<file path="src/rtl/nn_out_argmax.sv">
// Per-step argmax over the RNN core's serial float output, results queued in a small FIFO.
// Optional build macro NN_ARGMAX_TIE_LAST_EN: equal keys let the later index win.
module nn_out_argmax #(
  parameter int STEPS      = 3,
  parameter int FIFO_DEPTH = 4
) (
  input  logic        clk,
  input  logic        rst_n,
  input  logic        in_valid,
  input  logic [31:0] in_data,
  output logic        out_valid,
  input  logic        out_ready,
  output logic [1:0]  out_idx,
  output logic [31:0] out_max,
  output logic [1:0]  out_step,
  output logic        frame_done,
  output logic        frame_err,
  output logic        ovf
);

  localparam int DATA_W = 32;
  localparam int AW     = $clog2(FIFO_DEPTH);
  localparam int ENT_W  = DATA_W + 4;
  localparam logic [1:0]  LAST_STEP = 2'(STEPS - 1);
  localparam logic [AW:0] DEPTH_C   = (AW + 1)'(FIFO_DEPTH);

  typedef enum logic {IDLE, COLLECT} state_t;

  state_t             state_q, state_d;
  logic [1:0]         wcnt, scnt;
  logic [DATA_W-1:0]  max_p0;
  logic [1:0]         idx_p0;
  logic               take, push, done_d, err_d;
  logic [DATA_W-1:0]  cand_max;
  logic [1:0]         cand_idx;

  // Monotonic integer key: -0 folds onto +0, negatives are bit-inverted.
  function automatic logic [DATA_W-1:0] order_key(input logic [DATA_W-1:0] w);
    logic [DATA_W-1:0] f;
    f = (w == 32'h8000_0000) ? '0 : w;
    return f[31] ? ~f : {1'b1, f[30:0]};
  endfunction

  always_comb begin
    take = 1'b0;
`ifdef NN_ARGMAX_TIE_LAST_EN
    if (order_key(in_data) >= order_key(max_p0)) take = 1'b1;
`else
    if (order_key(in_data) > order_key(max_p0)) take = 1'b1;
`endif
    if (wcnt == 2'd0) take = 1'b1;
    cand_max = take ? in_data : max_p0;
    cand_idx = take ? wcnt : idx_p0;
  end

  always_ff @(posedge clk or negedge rst_n) begin
    if (!rst_n) state_q <= IDLE;
    else        state_q <= state_d;
  end

  always_comb begin
    state_d = state_q;
    case (state_q)
      IDLE:    if (in_valid) state_d = COLLECT;
      COLLECT: begin
        if (!in_valid)                                   state_d = IDLE;
        else if (wcnt == 2'd2 && scnt == LAST_STEP)      state_d = IDLE;
      end
      default: state_d = IDLE;
    endcase
  end

  always_comb begin
    push   = 1'b0;
    done_d = 1'b0;
    err_d  = 1'b0;
    if (state_q == COLLECT) begin
      push   = in_valid && (wcnt == 2'd2);
      done_d = push && (scnt == LAST_STEP);
      err_d  = !in_valid;
    end
  end

  // Stage p0: word/step counters and completion pulses.
  always_ff @(posedge clk or negedge rst_n) begin
    if (!rst_n) begin
      wcnt       <= '0;
      scnt       <= '0;
      frame_done <= 1'b0;
      frame_err  <= 1'b0;
    end else begin
      frame_done <= done_d;
      frame_err  <= err_d;
      if (!in_valid) begin
        wcnt <= '0;
        scnt <= '0;
      end else if (wcnt == 2'd2) begin
        wcnt <= '0;
        scnt <= (scnt == LAST_STEP) ? 2'd0 : scnt + 2'd1;
      end else begin
        wcnt <= wcnt + 2'd1;
      end
    end
  end

  always_ff @(posedge clk) begin
    if (in_valid) begin
      max_p0 <= cand_max;
      idx_p0 <= cand_idx;
    end
  end

  logic [ENT_W-1:0] mem [FIFO_DEPTH];
  logic [AW-1:0]    wr_ptr, rd_ptr;
  logic [AW:0]      count;
  logic             full, pop, wr_en;
  logic [ENT_W-1:0] head;

  assign full      = (count == DEPTH_C);
  assign out_valid = (count != '0);
  assign pop       = out_valid && out_ready;
  assign wr_en     = push && (!full || pop);
  assign head      = mem[rd_ptr];

  // Stage p1: result FIFO; a full queue with a concurrent pop still accepts the push.
  always_ff @(posedge clk or negedge rst_n) begin
    if (!rst_n) begin
      wr_ptr <= '0;
      rd_ptr <= '0;
      count  <= '0;
      ovf    <= 1'b0;
    end else begin
      if (wr_en) wr_ptr <= wr_ptr + AW'(1);
      if (pop)   rd_ptr <= rd_ptr + AW'(1);
      if (wr_en && !pop)      count <= count + (AW + 1)'(1);
      else if (!wr_en && pop) count <= count - (AW + 1)'(1);
      if (push && full && !pop) ovf <= 1'b1;
    end
  end

  always_ff @(posedge clk) begin
    if (wr_en) mem[wr_ptr] <= {cand_idx, scnt, cand_max};
  end

  always_comb begin
    out_idx  = '0;
    out_step = '0;
    out_max  = '0;
    if (out_valid) begin
      out_idx  = head[ENT_W-1 -: 2];
      out_step = head[ENT_W-3 -: 2];
      out_max  = head[DATA_W-1:0];
    end
  end

endmodule
</file>
<file path="config.mk">
export PLATFORM = sky130hd
export DESIGN_NAME = nn_out_argmax
export DESIGN_NICKNAME = d
export VERILOG_FILES = /design/src/rtl/nn_out_argmax.sv
export SDC_FILE = /design/constraint.sdc
export NUM_CORES = 1
export LEC_CHECK = 0
export CELL_PAD_IN_SITES_DETAIL_PLACEMENT = 1
export CELL_PAD_IN_SITES_GLOBAL_PLACEMENT = 1
export CORE_MARGIN = 5
export CORE_UTILIZATION = 45
export CTS_CLUSTER_SIZE = 12
export DETAILED_ROUTE_END_ITERATION = 6
export DONT_BUFFER_PORTS = 1
export HOLD_SLACK_MARGIN = 0.02
export PLACE_DENSITY_LB_ADDON = 0.12
export SYNTH_ARGS = -nofsm -noshare
export SYNTH_HDL_FRONTEND = slang
export SYNTH_SLANG_ARGS = --single-unit
</file>
<file path="constraint.sdc">
create_clock -name clk -period 5.2 [get_ports clk]
set_input_delay 1.04 -clock clk [delete_from_list [all_inputs] [get_ports clk]]
set_output_delay 1.04 -clock clk [all_outputs]
set_load 0.05 [all_outputs]
</file>
; ---- Word-level counts from Yosys, hierarchy flattened
; Memories as Yosys holds them, arrays and structs flattened.
; Cells that the tools add are included.
; W data, S select, Z words.
[op_classes]
n_reduce_logical = 17
bitwise = 3
n_mux = 27
n_addsub = 6
n_eq_ne = 6
n_lt_le_gt_ge = 1
[ops]
columns = cell, count
row1 = $mux W32, 6
row2 = $eq A32 B32 Y1 const B, 2
row3 = $not A32 Y32, 2
row4 = $gt A32 B32 Y1, 1
row5 = $mux W2, 8
row6 = $mux W1, 10
row7 = $logic_and A1 B1 Y1, 9
row8 = $add A2 B1 Y2 const B, 4
row9 = $mux W3, 2
row10 = $eq A2 B2 Y1 const B, 2
row11 = $logic_not A1 Y1, 4
row12 = $add A3 B1 Y3 const B, 1
row13 = $eq A3 B3 Y1 const B, 1
row14 = $reduce_bool A3 Y1, 1
row15 = $sub A3 B1 Y3 const B, 1
row16 = $logic_not A2 Y1, 1
row17 = $ne A2 B1 Y1 const B, 1
row18 = $pmux W1 S2, 1
row19 = $reduce_bool A2 Y1, 1
row20 = $logic_or A1 B1 Y1, 1
row21 = $not A1 Y1, 1
[word_totals]
inputBits = 36
ff_bits = 49
mem_count = 1
wordCells = 72
ramBits = 144
out_inout_bits = 40
[memory_table]
columns = name, depth, width, read_ports, rd_ports_with_merged_regs, wr, line_no
row1 = mem, 4, 36, 1, 0, 1, 113  ; logic [ENT_W-1:0] mem [FIFO_DEPTH];

; ---- Depth between registers and ports, before layout
; Gate-level depths: netlist (run 1).
[depth]
ltp_word = 8
depth_mapped = 15
ltp_nobuf = 12

; ---- Worst setup path after synthesis (run 1)
; Ideal clock, no wire load.
[synth_path]
kind = input -> register
startpoint = in in_data[31]
endpoint = reg max_p0[10] (data pin)
n_path_buf = 3
required_time_ns = 4.934
t_arrival_ns = 4.272
setup_ns = 0.266
path_slack_ns = 0.662
path_stages = 14
cell_sequence = clkbuf_1 -> nor4b_1 -> nand4_1 -> nor2_1 -> clkbuf_1 -> nor2_1 -> ha_1 -> and3_4 -> a221o_1 -> a221oi_2 -> a21oi_2 -> a221oi_4 -> buf_8 -> mux2_4
[synth_via]
elab_chain_len = 8
[synth_lines]
columns = item, line_no
row1 = start: declaration, 10  ; input logic [31:0] in_data,
row2 = $eq A32 B32 Y1, 40  ; f = (w == 32'h8000_0000) ? '0 : w;
row3 = $mux W32 *, 40
row4 = $not A32 Y32, 41  ; return f[31] ? ~f : {1'b1, f[30:0]};
row5 = $mux W32 *, 41
row6 = $gt A32 B32 Y1 *, 49  ; if (order_key(in_data) > order_key(max_p0)) take = 1'b1;
row7 = $mux W1 *, 49
row8 = $mux W1 *, 51  ; if (wcnt == 2'd0) take = 1'b1;
row9 = $mux W32 *, 52  ; cand_max = take ? in_data : max_p0;
row10 = via cand_max[10], 34  ; logic [DATA_W-1:0] cand_max;
row11 = end signal: assignment, 108  ; max_p0 <= cand_max;
row12 = end: declaration, 31  ; logic [DATA_W-1:0] max_p0;
; Mark *: on every way through the listed nets, which the timed path passes. The rest lies on a longest branch.
; A chain may end at the register's enable or synchronous reset.

; ---- Worst setup path after layout (run 1)
[layout_path]
startpoint = in in_data[24]
endpoint = mem mem[0][31] (netlist bit) (data pin)
[layout_via]
elab_chain_len = 8
[layout_lines]
columns = item, line_no
row1 = $eq A32 B32 Y1, 40
row2 = $mux W32 *, 40
row3 = $not A32 Y32, 41
row4 = $mux W32 *, 41
row5 = $gt A32 B32 Y1 *, 49
row6 = $mux W1 *, 49
row7 = $mux W1 *, 51
row8 = $mux W32 *, 52
row9 = via cand_max[31], 34
row10 = end: declaration, 113
; Marks and branches as above.

==> results by group, run 1 <==
Routing
  • Routed wl met2: roughly 10000 um
  • Wire length on met3: approximately 970 um
  • DRT Pass-1 Iters: 4
  • Post-route ant nets: 0
  • Wirelength per Cell: 22.8 um
  • Met1 wire length: 8770 um
  • Via density: between 5 and 6
  • Final WL: approximately 20000 um
  • Max layer used: met4
  • Vias post-DR: just under 5000
  • Drt drc: 0
  • Initial DRC Count: ~260

Synthesis
  • Post-synth EDFFs: 178
  • Synthesized area: around 0.0094 mm^2
  • Synth async-reset ratio: about 7.8%
  • Adder and majority gate portion of the synthesized area: about 5.1%
  • Simple-gate share of the synthesized area: a little under a tenth
  • Main combinational cell family by area after synthesis: multiplexers
  • Complex-gate fraction of the synthesized area: around 2.9%
  • Post-synth top flop: edfxtp_1
  • Synth cell types: 48
  • Post-synthesis net count: ~680
  • Post-synthesis mux area share: 13.9%
  • Avg Cell Area, Syn: 15.6 um^2
  • Yosys warning count: 0
  • Synthesis-stage register bit count: approximately 190
  • Post-Synthesis Cells: between 600 and 700
  • XOR/XNOR Fraction of Synth Area: 6.33%
  • Post-synthesis sequential area ratio: approximately three fifths

Timing
  • Max Fclk: 223 MHz
  • Post-Route Skew: about 0.011 ns
  • Setup-failing EPs final: 0
  • RSZ-0062 raised after global routing: false
  • Worst Tran Pin Value: approximately 1.1 ns
  • Max_slew headroom: about 28%
  • Fin. Hold Viols: 0
  • Max-slew violations: 0
  • Tmin final: roughly 4.5 ns
  • Period utilization: 86.3%
  • Post-route setup TNS: 0 ns

Worst setup path
  • R2R Path Start: max_p0[7]
  • CP endpoint kind: flip-flop
  • CP Launch Type: input pin
  • CP required: 5.38 ns
  • CP Max Fanout: 23
  • Worst Path Arrival: between 4 and 5 ns
  • Reg2reg path depth: 13
  • Reg2reg end: mem[0][31]
  • Flop2flop setup slack: between 0.7 and 0.8 ns
  • Critical path type: in2reg

Placed design
  • Placer Congestion: just over 0.8
  • Placed Instance Area: around 0.0097 mm^2
  • Hpwl dp: 13300 um
  • PortBufs: 0

Global route
  • Vias in the first global route: 5479
  • Grt total ovfl: 0
  • Largest net degree at the start of global routing: 43
  • Initial antenna violation count: 0
  • First-pass GRT wire length: 32000 um
  • Gr usage total: between 15 and 20%

Die
  • Die Ht: 155 um
  • Io pins: 76
  • Site Rows: 52
  • Die footprint: about 0.024 mm^2
  • Initial Utilization: around 46%
  • Core outline area: 0.0204 mm^2
  • Die Wd: ~150 um

Clocking
  • Clock Path Buffers: 2
  • Total CTS buffers: 17
  • Post-CTS Setup Bufs: 0
  • Clk_lat worst skew: ~0.43 ns
  • # H-tree levels: 4
  • Reg clk slew, reported paths: roughly 0.07 ns
  • CTS tree: built
  • Root buf cell: clkbuf_16
  • Post-cts resize count: 0
  • Clk sinks: 193
  • # hold bufs at CTS: 0

Finish
  • Synthesis-to-layout area growth: 9.47%
  • Most common cell after layout, fill and taps aside: edfxtp_1
  • Area of the multi-input gates: roughly 0.0035 mm^2
  • Sequential standard cell area: around 0.0057 mm^2
  • Share of post-route cells with drive strength above 1: 20.3%
  • Final Cell Area: approximately 0.01 mm^2
  • Layout fillers: approximately 2000
  • Diode count: 0
  • Most frequent cells in the layout: edfxtp_1 (178), nor2_1 (37), nand2_1 (37), and2_1 (37), ha_1 (37)
  • Nets: around 680

Pwr
  • Power per Cell Area: 491 mW/mm^2
  • Static Leak: around 3.6 nW
  • Peak VDD IR: 220 uV

Outcome
  • Status: completed

Min path
  • Min-delay worst type: in2async

Job
  • Max cap viols: 0
==> flip-flops by register name (all words and copies together), names as in the netlist, 2 cells and up <==
signal	cells
wr_ptr	2
max_p0	32
count	3
wcnt	2
rd_ptr	2
scnt	2
idx_p0	2
mem	144
==> cells in the mapped netlist (2+ instances only) <==
cell type | number | area share [%]
edfxtp_1 | 178 | 57
and2_1 | 41 | 2.7
nor2_1 | 38 | 1.5
ha_1 | 37 | 4.9
nand2_1 | 37 | 1.5
mux4_2 | 36 | 8.6
xnor2_1 | 34 | 3.2
xor2_1 | 34 | 3.2
mux2_4 | 30 | 4.8
clkbuf_1 | 22 | 0.88
dfrtp_1 | 15 | 4.0
nor4_1 | 15 | 1.0
a21oi_1 | 11 | 0.59
nand4_1 | 10 | 0.66
nand3_1 | 7 | 0.37
inv_1 | 6 | 0.24
o21ai_0 | 5 | 0.27
a211oi_1 | 3 | 0.24
buf_8 | 3 | 0.48
mux2_2 | 3 | 0.36
nor2b_1 | 3 | 0.20
nor4b_1 | 3 | 0.28
a21o_1 | 2 | 0.16
a21o_2 | 2 | 0.19
and3_1 | 2 | 0.13
buf_1 | 2 | 0.080
buf_2 | 2 | 0.11
o21a_1 | 2 | 0.16
o22a_1 | 2 | 0.19
==> power by group <==
| group | total [mW] | leakage [nW] | switching [mW] | internal [mW] |
|---|---|---|---|---|
| combinational | 1.77 | 1.52 | 1.18 | 0.591 |
| sequential | 1.97 | 1.82 | 0.152 | 1.82 |
| clock | 1.32 | 0.293 | 0.572 | 0.750 |
| total | 5.06 | 3.63 | 1.90 | 3.16 |
==> stage by stage <==
step	setup slack (ns)	hold WS (ns)	power [mW]	utilization, %	instances
2_1_floorplan	0.662	0.449	3.53	-	604
3_3_place_gp	0.338	0.474	3.76	47.5	853
3_5_place_dp	0.227	0.476	3.81	47.5	853
4_1_cts	0.684	0.274	5.13	50.4	885
5_1_grt	0.495	0.262	5.32	50.4	885
6_report	0.712	0.295	5.06	50.4	885
==> cells by family after synthesis <==
group	count (synthesis)
compound gates	36
xor+xnor	68
fa+ha+maj	38
buf+inv	35
flops	193
mux	70
simple gates	164
==> worst max path at each step <==
stage / start / to / slack, ns / depth (start not counted)
2_1_floorplan: in_data[31] / max_p0[10] / 0.66 / 14
3_3_place_gp: in_data[24] / mem[0][0] / 0.34 / 13
3_5_place_dp: in_data[24] / mem[3][31] / 0.23 / 13
4_1_cts: in_data[24] / mem[1][0] / 0.68 / 13
5_1_grt: in_data[24] / mem[1][0] / 0.49 / 13
6_report: in_data[24] / mem[0][31] / 0.71 / 13
==> cell type report <==
cell class / instances / area share, %
clock inverter: 9 / 0.899
tap: 270 / 3.28
multi-input combinational: 376 / 34.3
timing repair buffer: 8 / 0.826
inverter: 6 / 0.219
sequential: 193 / 55.6
clock buffer: 23 / 4.96
==> layer usage <==
metal | vias to the layer above | GRT usage (%)
li1 | 2283 | -
met1 | 2592 | 22.2
met2 | 72 | 29.6
met3 | 15 | 5.48
met4 | 0 | 4.71
met5 | - | 0
==> critical path, stage by stage <==
cell      delay [ns]
nor4b_1         0.57
nand4_1         0.26
nor2_2          0.18
buf_4           0.28
nor2_1          0.09
ha_1            0.34
a21oi_1         0.18
nand2_1         0.08
a21oi_1         0.14
or4b_4          0.52
a221oi_4        0.36
buf_12          0.23
mux2_2          0.39
(Power assumes the default switching activity.)
==> run 2: changes to the inputs <==
--- a/config.mk
+++ b/config.mk
@@ -13,6 +13,7 @@
 export DETAILED_ROUTE_END_ITERATION = 6
 export DONT_BUFFER_PORTS = 1
 export HOLD_SLACK_MARGIN = 0.02
+export MAX_ROUTING_LAYER = met4
 export PLACE_DENSITY_LB_ADDON = 0.12
 export SYNTH_ARGS = -nofsm -noshare
 export SYNTH_HDL_FRONTEND = slang
==> run 2 against run 1 <==
Register-to-register slack about the same. Critical path depth unchanged. Non-clock buffer count did not move. Combinational power is essentially flat. Cell count did not move. Critical endpoint is now mem[3][0].
==> results by group, run 2 (synthesized netlist as in run 1, its figures left out) <==
Timing
  • Post-Route Skew: around 0.011 ns
  • Fin. Hold Viols: 0
  • Period utilization: a little under nine tenths
  • Max-slew violations: 0
  • Max Fclk: ~220 MHz
  • Post-route setup TNS: 0 ns
  • RSZ-0062 raised after global routing: false
  • Tmin final: 4.49 ns
  • Setup-failing EPs final: 0
  • Worst Tran Pin Value: 1.07 ns
  • Max_slew headroom: roughly 28%

Finish
  • Synthesis-to-layout area growth: 9.47%
  • Top reg by flops: mem
  • Final std cells w/o fill: ~890
  • Max reg flops: 144
  • Share of post-route cells with drive strength above 1: 20.3%
  • Nets: slightly below 700
  • Diode count: 0
  • Top flop regs: mem: 144 flops, max_p0: 32 flops, count: 3 flops
  • Final Cell Area: a little over 0.01 mm^2
  • Most common cell after layout, fill and taps aside: edfxtp_1
  • Most frequent cells in the layout: edfxtp_1 (178), nor2_1 (37), nand2_1 (37), and2_1 (37), ha_1 (37)

Placed design
  • Placer Congestion: 0.827
  • DP Cell Count: around 850
  • Placed Instance Area: between 0.009 and 0.01 mm^2
  • Hpwl dp: 13300 um
  • PortBufs: 0

Die
  • Die Ht: ~150 um
  • Initial Utilization: ~46%
  • Die Wd: 155 um
  • Io pins: 76
  • Site Rows: 52
  • Core outline area: roughly 0.020 mm^2
  • Die footprint: about 0.024 mm^2

Worst setup path
  • Critical path type: in2reg
  • Reg2reg end: mem[3][0]
  • CP Max Fanout: 23
  • R2R Path Start: max_p0[7]
  • Critical path origin: in_data[24]
  • CP endpoint kind: flip-flop
  • Reg2reg path depth: 13
  • CP Launch Type: input pin
  • Worst Path Arrival: 4.66 ns
  • CP required: ~5.4 ns
  • Flop2flop setup slack: ~0.76 ns
  • Worst Setup EP: mem[3][0]

Clocking
  • CTS tree: built
  • Total CTS buffers: 17
  • Root buf cell: clkbuf_16
  • Post-cts resize count: 0
  • Clk sinks: 193
  • # H-tree levels: 4
  • Post-CTS Setup Bufs: 0
  • # hold bufs at CTS: 0
  • Reg clk slew, reported paths: approximately 0.07 ns
  • Clk_lat worst skew: 0.43 ns
  • Clock Path Buffers: 2

Job
  • Max cap viols: 0

Min path
  • Min-delay worst type: in2async

Global route
  • Largest net degree at the start of global routing: 43
  • Gr usage total: a little under a fifth
  • Initial antenna violation count: 0
  • Vias in the first global route: 5500
  • Grt total ovfl: 0
  • First-pass GRT wire length: between 30000 and 40000 um

Routing
  • Final WL: between 20000 and 25000 um
  • Wirelength per Cell: between 20 and 25 um
  • Vias post-DR: ~5000
  • Post-route ant nets: 0
  • Initial DRC Count: between 200 and 300
  • Via density: 5.63
  • DRT Pass-1 Iters: 4
  • Drt drc: 0

Pwr
  • Switch share: a little under two fifths
  • Logic pwr share: a little over a third
  • Peak VDD IR: around 220 uV
  • Power per Cell Area: 491 mW/mm^2
  • Static Leak: between 3 and 4 nW
  • Power Internal: 3.16 mW
  • Clock power frac: about a quarter
  • Sw Pwr: ~1.9 mW
  • Flop pwr share: slightly below 40%

Outcome
  • Status: completed
-- run 2: cell counts in the layout (fill, tap and decap cells not counted) --
No cell type changed its count.
-- run 2: power by group through the flow --
| stage | Combinational [mW] | Clock (mW) | Sequential, mW |
|---|---|---|---|
| 2_1_floorplan | 1.63 | 0 | 1.90 |
| 3_3_place_gp | 1.76 | 0 | 2.00 |
| 3_5_place_dp | 1.80 | 0 | 2.01 |
| 4_1_cts | 1.81 | 1.35 | 1.98 |
| 5_1_grt | 1.89 | 1.43 | 1.99 |
| 6_report | 1.77 | 1.32 | 1.97 |
-- run 2: critical path: stages --
cell	delay, ns
nor4b_1	0.56
nand4_1	0.26
nor2_2	0.18
buf_4	0.28
nor2_1	0.09
ha_1	0.34
a21oi_1	0.18
nand2_1	0.08
a21oi_1	0.14
or4b_4	0.52
a221oi_4	0.36
buf_12	0.23
mux2_2	0.39
-- run 2: layout make-up --
type | count | area (um^2)
Fill cell | 1959 | 10100
Sequential cell | 193 | 5720
Multi-Input combinational cell | 376 | 3530
Clock buffer | 23 | 510
Tap cell | 270 | 338
Clock inverter | 9 | 92.6
Timing Repair Buffer | 8 | 85.1
Inverter | 6 | 22.5
-- run 2: worst min-delay path by stage --
stage           endpoint  depth (start not counted)
6_report        count[0]                          0
5_1_grt         count[0]                          0
4_1_cts        frame_err                          0
3_5_place_dp    count[2]                          1
3_3_place_gp    count[2]                          1
2_1_floorplan   count[2]                          1
-- run 2: metrics by stage --
step	worst slack, ns	power [mW]	hold WS, ns	util [%]
2_1_floorplan	0.662	3.53	0.449	-
3_3_place_gp	0.338	3.76	0.474	47.5
3_5_place_dp	0.227	3.81	0.476	47.5
4_1_cts	0.684	5.13	0.274	50.4
5_1_grt	0.490	5.31	0.266	50.4
6_report	0.708	5.06	0.294	50.4
-- run 2: per-layer routing --
layer	vias to the layer above	GRT usage [%]	part of all wire, %
met5	-	-	0
met4	0	5.47	1.6
met3	21	4.64	4.3
met2	80	29.7	50
met1	2600	22.3	44
li1	2281	-	-
==> run 3: changes to the inputs <==
--- a/config.mk
+++ b/config.mk
@@ -7,7 +7,6 @@
 export LEC_CHECK = 0
 export CELL_PAD_IN_SITES_DETAIL_PLACEMENT = 1
 export CELL_PAD_IN_SITES_GLOBAL_PLACEMENT = 1
-export CORE_MARGIN = 5
 export CORE_UTILIZATION = 45
 export CTS_CLUSTER_SIZE = 12
 export DETAILED_ROUTE_END_ITERATION = 6
==> run 3 against run 2 <==
Register-to-register slack worse by 0.16 ns. Non-clock buffer count is 1 higher. Global-route usage is 2.7 points higher. Clock skew hardly changed. Sequential share of layout area is 0.18 points higher. Total power is 0.32% lower. Highest routed layer unchanged. Clock power hardly changed. Largest cell class unchanged. Final area is 0.32% lower. Via count is 0.18% higher. Flip-flop and latch count stayed put. Combinational power hardly changed. Die area is 10% lower.
==> results by group, run 3 (synthesized netlist as in run 1, its figures left out) <==
Finish
  • Most common cell after layout, fill and taps aside: edfxtp_1
  • Diode count: 0
  • Max reg flops: 144
  • Share of post-route cells with drive strength above 1: approximately a fifth
  • Top flop regs: mem: 144 flops, max_p0: 32 flops, count: 3 flops
  • Synthesis-to-layout area growth: 9.12%
  • Nets: slightly below 700
  • Top reg by flops: mem
  • Most frequent cells in the layout: edfxtp_1 (178), nor2_1 (37), nand2_1 (37), and2_1 (37), ha_1 (37)
  • Final core occ: 50.4%

Routing
  • Post-route ant nets: 0
  • Final WL: between 20000 and 25000 um
  • DRT Pass-1 Iters: 4
  • Vias post-DR: around 5000
  • Initial DRC Count: 231
  • Via density: 5.63
  • Drt drc: 0
  • Wirelength per Cell: 22.9 um

Pwr
  • Power per Cell Area: a little under 500 mW/mm^2
  • Sw Pwr: around 2.0 mW
  • Clock power frac: roughly a quarter
  • Switch share: between 30% and 40%
  • Flop pwr share: between 30% and 40%
  • Static Leak: approximately 3.6 nW
  • Power, Total: just over 5 mW
  • Peak VDD IR: 255 uV
  • Logic pwr share: between 30 and 40%
  • Power Internal: just over 3 mW

Placed design
  • PortBufs: 0
  • Pre-CTS setup slack: -0.0483 ns
  • Placer Congestion: just over 0.8
  • Hpwl dp: 13500 um

Worst setup path
  • Reg2reg path depth: 13
  • Critical path type: in2reg
  • CP Launch Type: input pin
  • Worst Path Arrival: around 5 ns
  • CP Max Fanout: 23
  • Reg2reg end: mem[1][0]
  • CP required: ~5.4 ns
  • CP endpoint kind: flip-flop
  • R2R Path Start: max_p0[7]
  • Flop2flop setup slack: 0.60 ns

Clocking
  • Clk_lat worst skew: between 0.4 and 0.5 ns
  • CTS tree: built
  • Reg clk slew, reported paths: around 0.08 ns
  • Post-CTS Setup Bufs: 0
  • Clock Path Buffers: 2
  • # hold bufs at CTS: 0
  • Total CTS buffers: 17
  • # H-tree levels: 4
  • Post-cts resize count: 0
  • Root buf cell: clkbuf_16
  • Clk sinks: slightly below 200

Global route
  • First-pass GRT wire length: between 30000 and 40000 um
  • Gr usage total: about 21%
  • Largest net degree at the start of global routing: 43
  • Initial antenna violation count: 0
  • Vias in the first global route: about 5500
  • Grt total ovfl: 0

Timing
  • Fin. Hold Viols: 0
  • Final WS setup: around 0.46 ns
  • Post-Route Skew: roughly 0.011 ns
  • Period utilization: just over 90%
  • Max_slew headroom: 27.2%
  • Max-slew violations: 0
  • Max Fclk: about 210 MHz
  • Post-route setup TNS: 0 ns
  • Worst Tran Pin Value: approximately 1.1 ns
  • Tmin final: 4.74 ns
  • RSZ-0062 raised after global routing: false
  • Setup-failing EPs final: 0

Outcome
  • Status: completed

Job
  • Max cap viols: 0

Die
  • Die Wd: 147 um
  • Io pins: 76
  • Die footprint: ~0.021 mm^2
  • Site Rows: 52
  • Core outline area: 0.0204 mm^2
  • Die Ht: roughly 150 um
  • Initial Utilization: between 40 and 50%

Min path
  • Min-delay worst type: in2async
run 3: cell types whose count changed in the layout (fill, tap and decap cells not counted), moves of 2 or more:
cell | before | now
buf_4 | 6 | 9
inv_8 | 1 | 4
buf_12 | 2 | 0
clkbuf_1 | 2 | 0
clkbuf_8 | 2 | 0
clkinv_4 | 0 | 2
clkinv_8 | 0 | 2
clkinvlp_4 | 2 | 0
run 3: worst max path at each step:
stage / start / end / slack [ns] / depth (start not counted)
floorplan: in_data[31] / max_p0[10] / 0.66 / 14
global placement: in_data[24] / mem[0][0] / 0.11 / 13
detailed placement: in_data[24] / mem[2][31] / -0.05 / 13
CTS: in_data[24] / mem[0][31] / 0.41 / 13
global route: in_data[24] / mem[0][31] / 0.13 / 13
finish: in_data[24] / mem[1][0] / 0.46 / 13
run 3: critical path, cell delays in order:
cell and delay (ns):
nor4b_1 0.64, nand4_1 0.33, nor2_2 0.20, buf_4 0.28, nor2_1 0.10, ha_1 0.32
and3_4 0.19, a221o_1 0.35, a221oi_2 0.29, a21oi_2 0.14, a221oi_4 0.22, buf_4 0.38
mux2_2 0.43
run 3: power groups by stage:
stage               Clock, mW  Sequential [mW]  Combinational, mW
CTS                      1.32             1.95               1.82
global route             1.37             1.97               1.92
finish                   1.30             1.95               1.79
global placement            0             1.98               1.77
detailed placement          0             1.99               1.81
floorplan                   0             1.90               1.63
run 3: final cells by class:
class	instances	area (um^2)
Clock buffer	18	450
Fill cell	1930	10100
Tap cell	270	338
Inverter	6	22.5
Clock inverter	14	138
Sequential cell	193	5720
Multi-Input combinational cell	376	3530
Timing Repair Buffer	9	67.6
run 3: stage by stage:
step	hold slack, ns	std cells	cell area, um^2
6_report	0.290	886	10300
2_1_floorplan	0.449	604	9410
3_5_place_dp	0.506	854	9680
3_3_place_gp	0.462	854	9680
4_1_cts	0.268	886	10300
5_1_grt	0.265	886	10300
run 3: per-layer routing:
layer	track usage (%)	wire length, um
met5	-	0
met3	4.63	769
met1	26.4	9170
met2	34.1	10200
met4	4.58	181
